==> src/rtl/demux_fifo.sv <==
// Two-lane demultiplexing FIFO: alternating valid words are steered into lane 0 / lane 1,
// each lane a show-ahead circular FIFO with a sticky overflow flag.

module demux_fifo_lane #(
    parameter int WIDTH = 4,
    parameter int DEPTH = 4
) (
    input  logic             clk,
    input  logic             reset_L,
    input  logic             push,
    input  logic             pop,
    input  logic [WIDTH-1:0] data_in,
    output logic [WIDTH-1:0] data_out,
    output logic             valid_out,
    output logic             full,
    output logic             overflow
);

    localparam int PTR_W = $clog2(DEPTH);
    localparam int CNT_W = $clog2(DEPTH + 1);

    logic [WIDTH-1:0] mem [DEPTH];
    logic [PTR_W-1:0] rd_ptr;
    logic [PTR_W-1:0] wr_ptr;
    logic [CNT_W-1:0] count;
    logic [CNT_W-1:0] count_next;
    logic             do_push;
    logic             do_pop;

    assign valid_out = (count != '0);
    assign full      = (count == CNT_W'(DEPTH));

    // A pop on an empty lane is ignored; a push into a full lane only lands if a pop frees the slot.
    assign do_pop  = pop && valid_out;
    assign do_push = push && (!full || do_pop);

    assign data_out = valid_out ? mem[rd_ptr] : '0;

    function automatic logic [PTR_W-1:0] next_ptr(input logic [PTR_W-1:0] p);
        return (p == PTR_W'(DEPTH - 1)) ? '0 : p + PTR_W'(1);
    endfunction

    always_comb begin
        // NOTE: default assignment first so every path drives count_next and no latch is inferred.
        count_next = count;
        if (do_push && !do_pop)
            count_next = count + CNT_W'(1);
        else if (do_pop && !do_push)
            count_next = count - CNT_W'(1);
    end

    always_ff @(posedge clk) begin
        // NOTE: non-blocking assignments so every register samples pre-edge values.
        if (!reset_L) begin
            rd_ptr   <= '0;
            wr_ptr   <= '0;
            count    <= '0;
            overflow <= 1'b0;
        end else begin
            if (do_push)
                wr_ptr <= next_ptr(wr_ptr);
            if (do_pop)
                rd_ptr <= next_ptr(rd_ptr);
            count <= count_next;
            if (push && !do_push)
                overflow <= 1'b1;
        end
    end

    // NOTE: storage is not reset; stale entries stay unobservable because data_out is gated by count.
    always_ff @(posedge clk) begin
        if (do_push)
            mem[wr_ptr] <= data_in;
    end

endmodule

module demux_fifo #(
    parameter int WIDTH = 4,
    parameter int DEPTH = 4
) (
    input  logic             clk,
    input  logic             reset_L,
    input  logic [WIDTH-1:0] data_in,
    input  logic             valid_in,
    input  logic             pop_0,
    input  logic             pop_1,
    output logic [WIDTH-1:0] data_out_0,
    output logic [WIDTH-1:0] data_out_1,
    output logic             valid_out_0,
    output logic             valid_out_1,
    output logic             full_0,
    output logic             full_1,
    output logic             overflow_0,
    output logic             overflow_1,
    output logic             lane_sel
);

    logic push_0;
    logic push_1;

    assign push_0 = valid_in && !lane_sel;
    assign push_1 = valid_in && lane_sel;

    // lane_sel follows upstream alternation, so it toggles even when the word is dropped.
    always_ff @(posedge clk) begin
        if (!reset_L)
            lane_sel <= 1'b0;
        else if (valid_in)
            lane_sel <= !lane_sel;
    end

    demux_fifo_lane #(.WIDTH(WIDTH), .DEPTH(DEPTH)) u_lane_0 (
        .clk       (clk),
        .reset_L   (reset_L),
        .push      (push_0),
        .pop       (pop_0),
        .data_in   (data_in),
        .data_out  (data_out_0),
        .valid_out (valid_out_0),
        .full      (full_0),
        .overflow  (overflow_0)
    );

    demux_fifo_lane #(.WIDTH(WIDTH), .DEPTH(DEPTH)) u_lane_1 (
        .clk       (clk),
        .reset_L   (reset_L),
        .push      (push_1),
        .pop       (pop_1),
        .data_in   (data_in),
        .data_out  (data_out_1),
        .valid_out (valid_out_1),
        .full      (full_1),
        .overflow  (overflow_1)
    );

endmodule

==> config.mk <==
export PLATFORM = sky130hd
export DESIGN_NAME = demux_fifo
export DESIGN_NICKNAME = d
export VERILOG_FILES = /design/src/rtl/demux_fifo.sv
export SDC_FILE = /design/constraint.sdc
export NUM_CORES = 1
export LEC_CHECK = 0
export ABC_AREA = 1
export CAP_MARGIN = 5
export CORE_AREA = 2 2 59 83
export CTS_BUF_LIST = sky130_fd_sc_hd__clkbuf_4 sky130_fd_sc_hd__clkbuf_8 sky130_fd_sc_hd__clkbuf_16
export DETAILED_ROUTE_END_ITERATION = 7
export DIE_AREA = 0 0 61 85
export PLACE_DENSITY_LB_ADDON = 0.2
export SLEW_MARGIN = 20
export SYNTH_ARGS = -nofsm -noshare
export SYNTH_HDL_FRONTEND = slang
export SYNTH_HIERARCHICAL = 1
export SYNTH_SLANG_ARGS = --single-unit
==> constraint.sdc <==
create_clock -name clk -period 2.4 [get_ports clk]
set_input_delay 0.36 -clock clk [delete_from_list [all_inputs] [get_ports clk]]
set_output_delay 0.36 -clock clk [all_outputs]
set_load 0.05 [all_outputs]
==> results.cfg, run 1 <==
[timing]
setup_viol_count_final = 0
slew-limit-headroom_pct = 66.5
slew_viol_final = 0
hold_viol = 0
tns_ps = 0
fin_crit_ps = 2140
fin_crit_sh_pct = 89.1
fmax_mhz = 468
skew_ps = 8.46
grt_setup_unrepaired = no
worstMarginPinSlew_ps = 502

[yosys]
synth_seq_cells = 53
netlist_top_cells_area = edfxtp_1 40%, dfxtp_1 18%, nor2_1 9.1%
synth_top_cell_by_area = edfxtp_1
synth_nets = 273
syn-instance-count = 250
yosys.area.top_type_share_pct = 40.0
synth_cell_types = 20
yosys_warnings = 6
synthesis.area_sq_um = 2400
syn_avg_cell_area_sq_um = 9.60
yosysSeqAreaShare_pct = 57.5

[power_and_ir_drop]
irDropWorstVdd_mv = 0.771
power_density_nw_per_um2 = 1150
p_leak_nw = 1.19

[drt]
drt-initial-drc-count = 51
ant_nets = 0
wl_per_cell_microns = 11.2
vias_per_cell = 4.79
vias = 1661
wirelength_microns = 3890
drt_drc_violations_left = 0
first_pass_iters = 4

[worst_setup_path]
rrSetupSlack_ps = 560
arrival_ps = 1780
crit_type = flop to output port
cpPeakStageDelay_ps = 820
cp-end-kind = output port
startpoint_type = flop
slowest_stage = clkdlybuf4s50_1
reg2reg_from = u_lane_0/count[1]
crit_chain = nor2_4 > nand2_2 > clkdlybuf4s50_1
cp_max_fo = 6
r2r-end = u_lane_0/count[1]
r2r_cells = 9
worstPathRequired_ps = 2040

[global_routing]
grt_pass1_vias = 1644
gr-usage-all-layers_pct = 17.1
overflow = 0
grt_max_degree = 17
grt_pass1_wl_microns = 6640
antenna_found_initial = 0

[clock_tree]
cts_tree = built
postCtsSetupBuffers = 0
clock_latency_ps = 300
cts-root-buf = clkbuf_8
clk_path_buf_depth = 2
cts_buffers = 5
htreeDepth = 2
hold_buffers = 0
path_clk_slew_ps = 80
cts_sinks = 53
cts_resized = 0

[worst_hold_path]
hp-class = flop to flop
hold-path-cell-count = 2
whs_endpoint = u_lane_0/overflow
min_from = u_lane_0/overflow

[floorplan]
initial_core_util_pct = 53.8
die_w_microns = 61
rows = 29
ioPinCount = 24
die-area_sq_um = 5190
core_area_sq_um = 4460
die_h_microns = 85

[final_layout]
drive_gt1_share_pct = 11.6
final_util_pct = 63.6
n_antenna_cell = 0
layout.nets = 307
area_growth_pct = 18.1

[flow_run]
max_cap_viol_count = 0

[outcome]
outcome = finished, final reports clean

[placement]
portBuffers = 23
gp_congestion = 0.788
hpwl_microns = 2930
Yosys cell counts (all sizes together):
master and n:
ha 12, a21oi 18, o21ai 18, nor2 61
fa 2, nand3 12, inv 38, nor3 2
xor2 2, edfxtp 32, dfxtp 21, nand4 2
nand2 26, buf 2, or2 2
layer usage:
metal,part of all wire [%],vias up,global-route usage [%],wire (microns)
li1,-,876,-,-
met1,42,750,18.6,1620
met2,52,26,30.0,2030
met3,3.4,9,4.12,134
met4,2.6,0,8.10,103
met5,0,-,0,0
critical path: cells and delay by family (launching register included):
kind | cells | cell delay (ps)
buffers and inverters | 1 | 820
DFF | 1 | 470
and+or+nand+nor | 2 | 200
metrics by stage:
step	instance area, sq um	worst slack [ps]	hold WS (ps)	total power, mW	instances
finish	2840	262	452	3.28	347
global route	2840	173	491	3.50	347
CTS	2830	1.97	456	3.32	347
detailed placement	2720	180	443	2.71	339
global placement	2720	201	441	2.70	339
floorplan	2400	329	458	2.32	250
cells by family after synthesis:
kind of cell	after synthesis	synth area share (%)
AO/OA/AOI/OAI	36	7.82
XOR/XNOR	2	0.730
adder cells (fa/ha/maj)	14	7.92
buffers and inverters	40	6.88
flip-flops	53	57.5
AND/OR/NAND/NOR	105	19.1
area by class of cell:
cell class                 instances  area (sq um)
fill                             401          1630
sequential                        53          1380
multi-input combinational        157           855
timing repair buffer              29           265
inverter                          38           143
tap                               62          77.6
clock buffer                       6          76.3
clock inverter                     2          38.8
registers in the layout, indices dropped and copies added (netlist names), named ones only:
name / flops
u_lane_0/wr_ptr: 2
u_lane_0/overflow: 1
u_lane_1/count: 3
lane_sel: 1
u_lane_1/overflow: 1
u_lane_0/mem: 16
u_lane_1/rd_ptr: 2
u_lane_0/count: 3
u_lane_1/wr_ptr: 2
u_lane_1/mem: 16
u_lane_0/rd_ptr: 2
worst max-delay path by stage:
| stage | startpoint | endpoint | slack, ps |
|---|---|---|---|
| 6_report | u_lane_0/count[0] | valid_out_0 | 260 |
| 5_1_grt | u_lane_1/count[0] | valid_out_1 | 170 |
| 4_1_cts | flop | data_out_0[0] | 2 |
| 3_5_place_dp | pop_0 | u_lane_0/count[1] | 180 |
| 3_3_place_gp | valid_in | u_lane_0/count[2] | 200 |
| 2_1_floorplan | lane_sel | u_lane_1/count[2] | 330 |
where the power goes:
group | total, mW | internal, mW | switching, mW | leakage (nW)
combinational | 1.46 | 0.477 | 0.983 | 0.673
clock | 0.595 | 0.324 | 0.271 | 0.0588
sequential | 1.22 | 1.09 | 0.136 | 0.463
cell usage in the layout (no fill, tap or decap), types with 2 or more instances in the layout:
cell	count
nor2_1	58
inv_1	38
edfxtp_1	32
nand2_1	22
dfxtp_1	21
o21ai_0	18
a21oi_1	16
clkdlybuf4s50_1	15
buf_4	12
ha_1	12
nand3_1	10
clkbuf_8	5
nand2_2	4
dlymetal6s2s_1	2
nor2_4	2
nand3_2	2
nor3_1	2
xor2_1	2
or2_2	2
a21oi_2	2
nand4_1	2
fa_1	2
Note: power is estimated with default switching activity, not from simulation.
==> run 2: changes to the inputs <==
--- a/config.mk
+++ b/config.mk
@@ -6,7 +6,6 @@
 export NUM_CORES = 1
 export LEC_CHECK = 0
 export ABC_AREA = 1
-export CAP_MARGIN = 5
 export CORE_AREA = 2 2 59 83
 export CTS_BUF_LIST = sky130_fd_sc_hd__clkbuf_4 sky130_fd_sc_hd__clkbuf_8 sky130_fd_sc_hd__clkbuf_16
 export DETAILED_ROUTE_END_ITERATION = 7
==> results of run 2 <==
No change in the layout: final DEF, timing and power equal those of run 1.
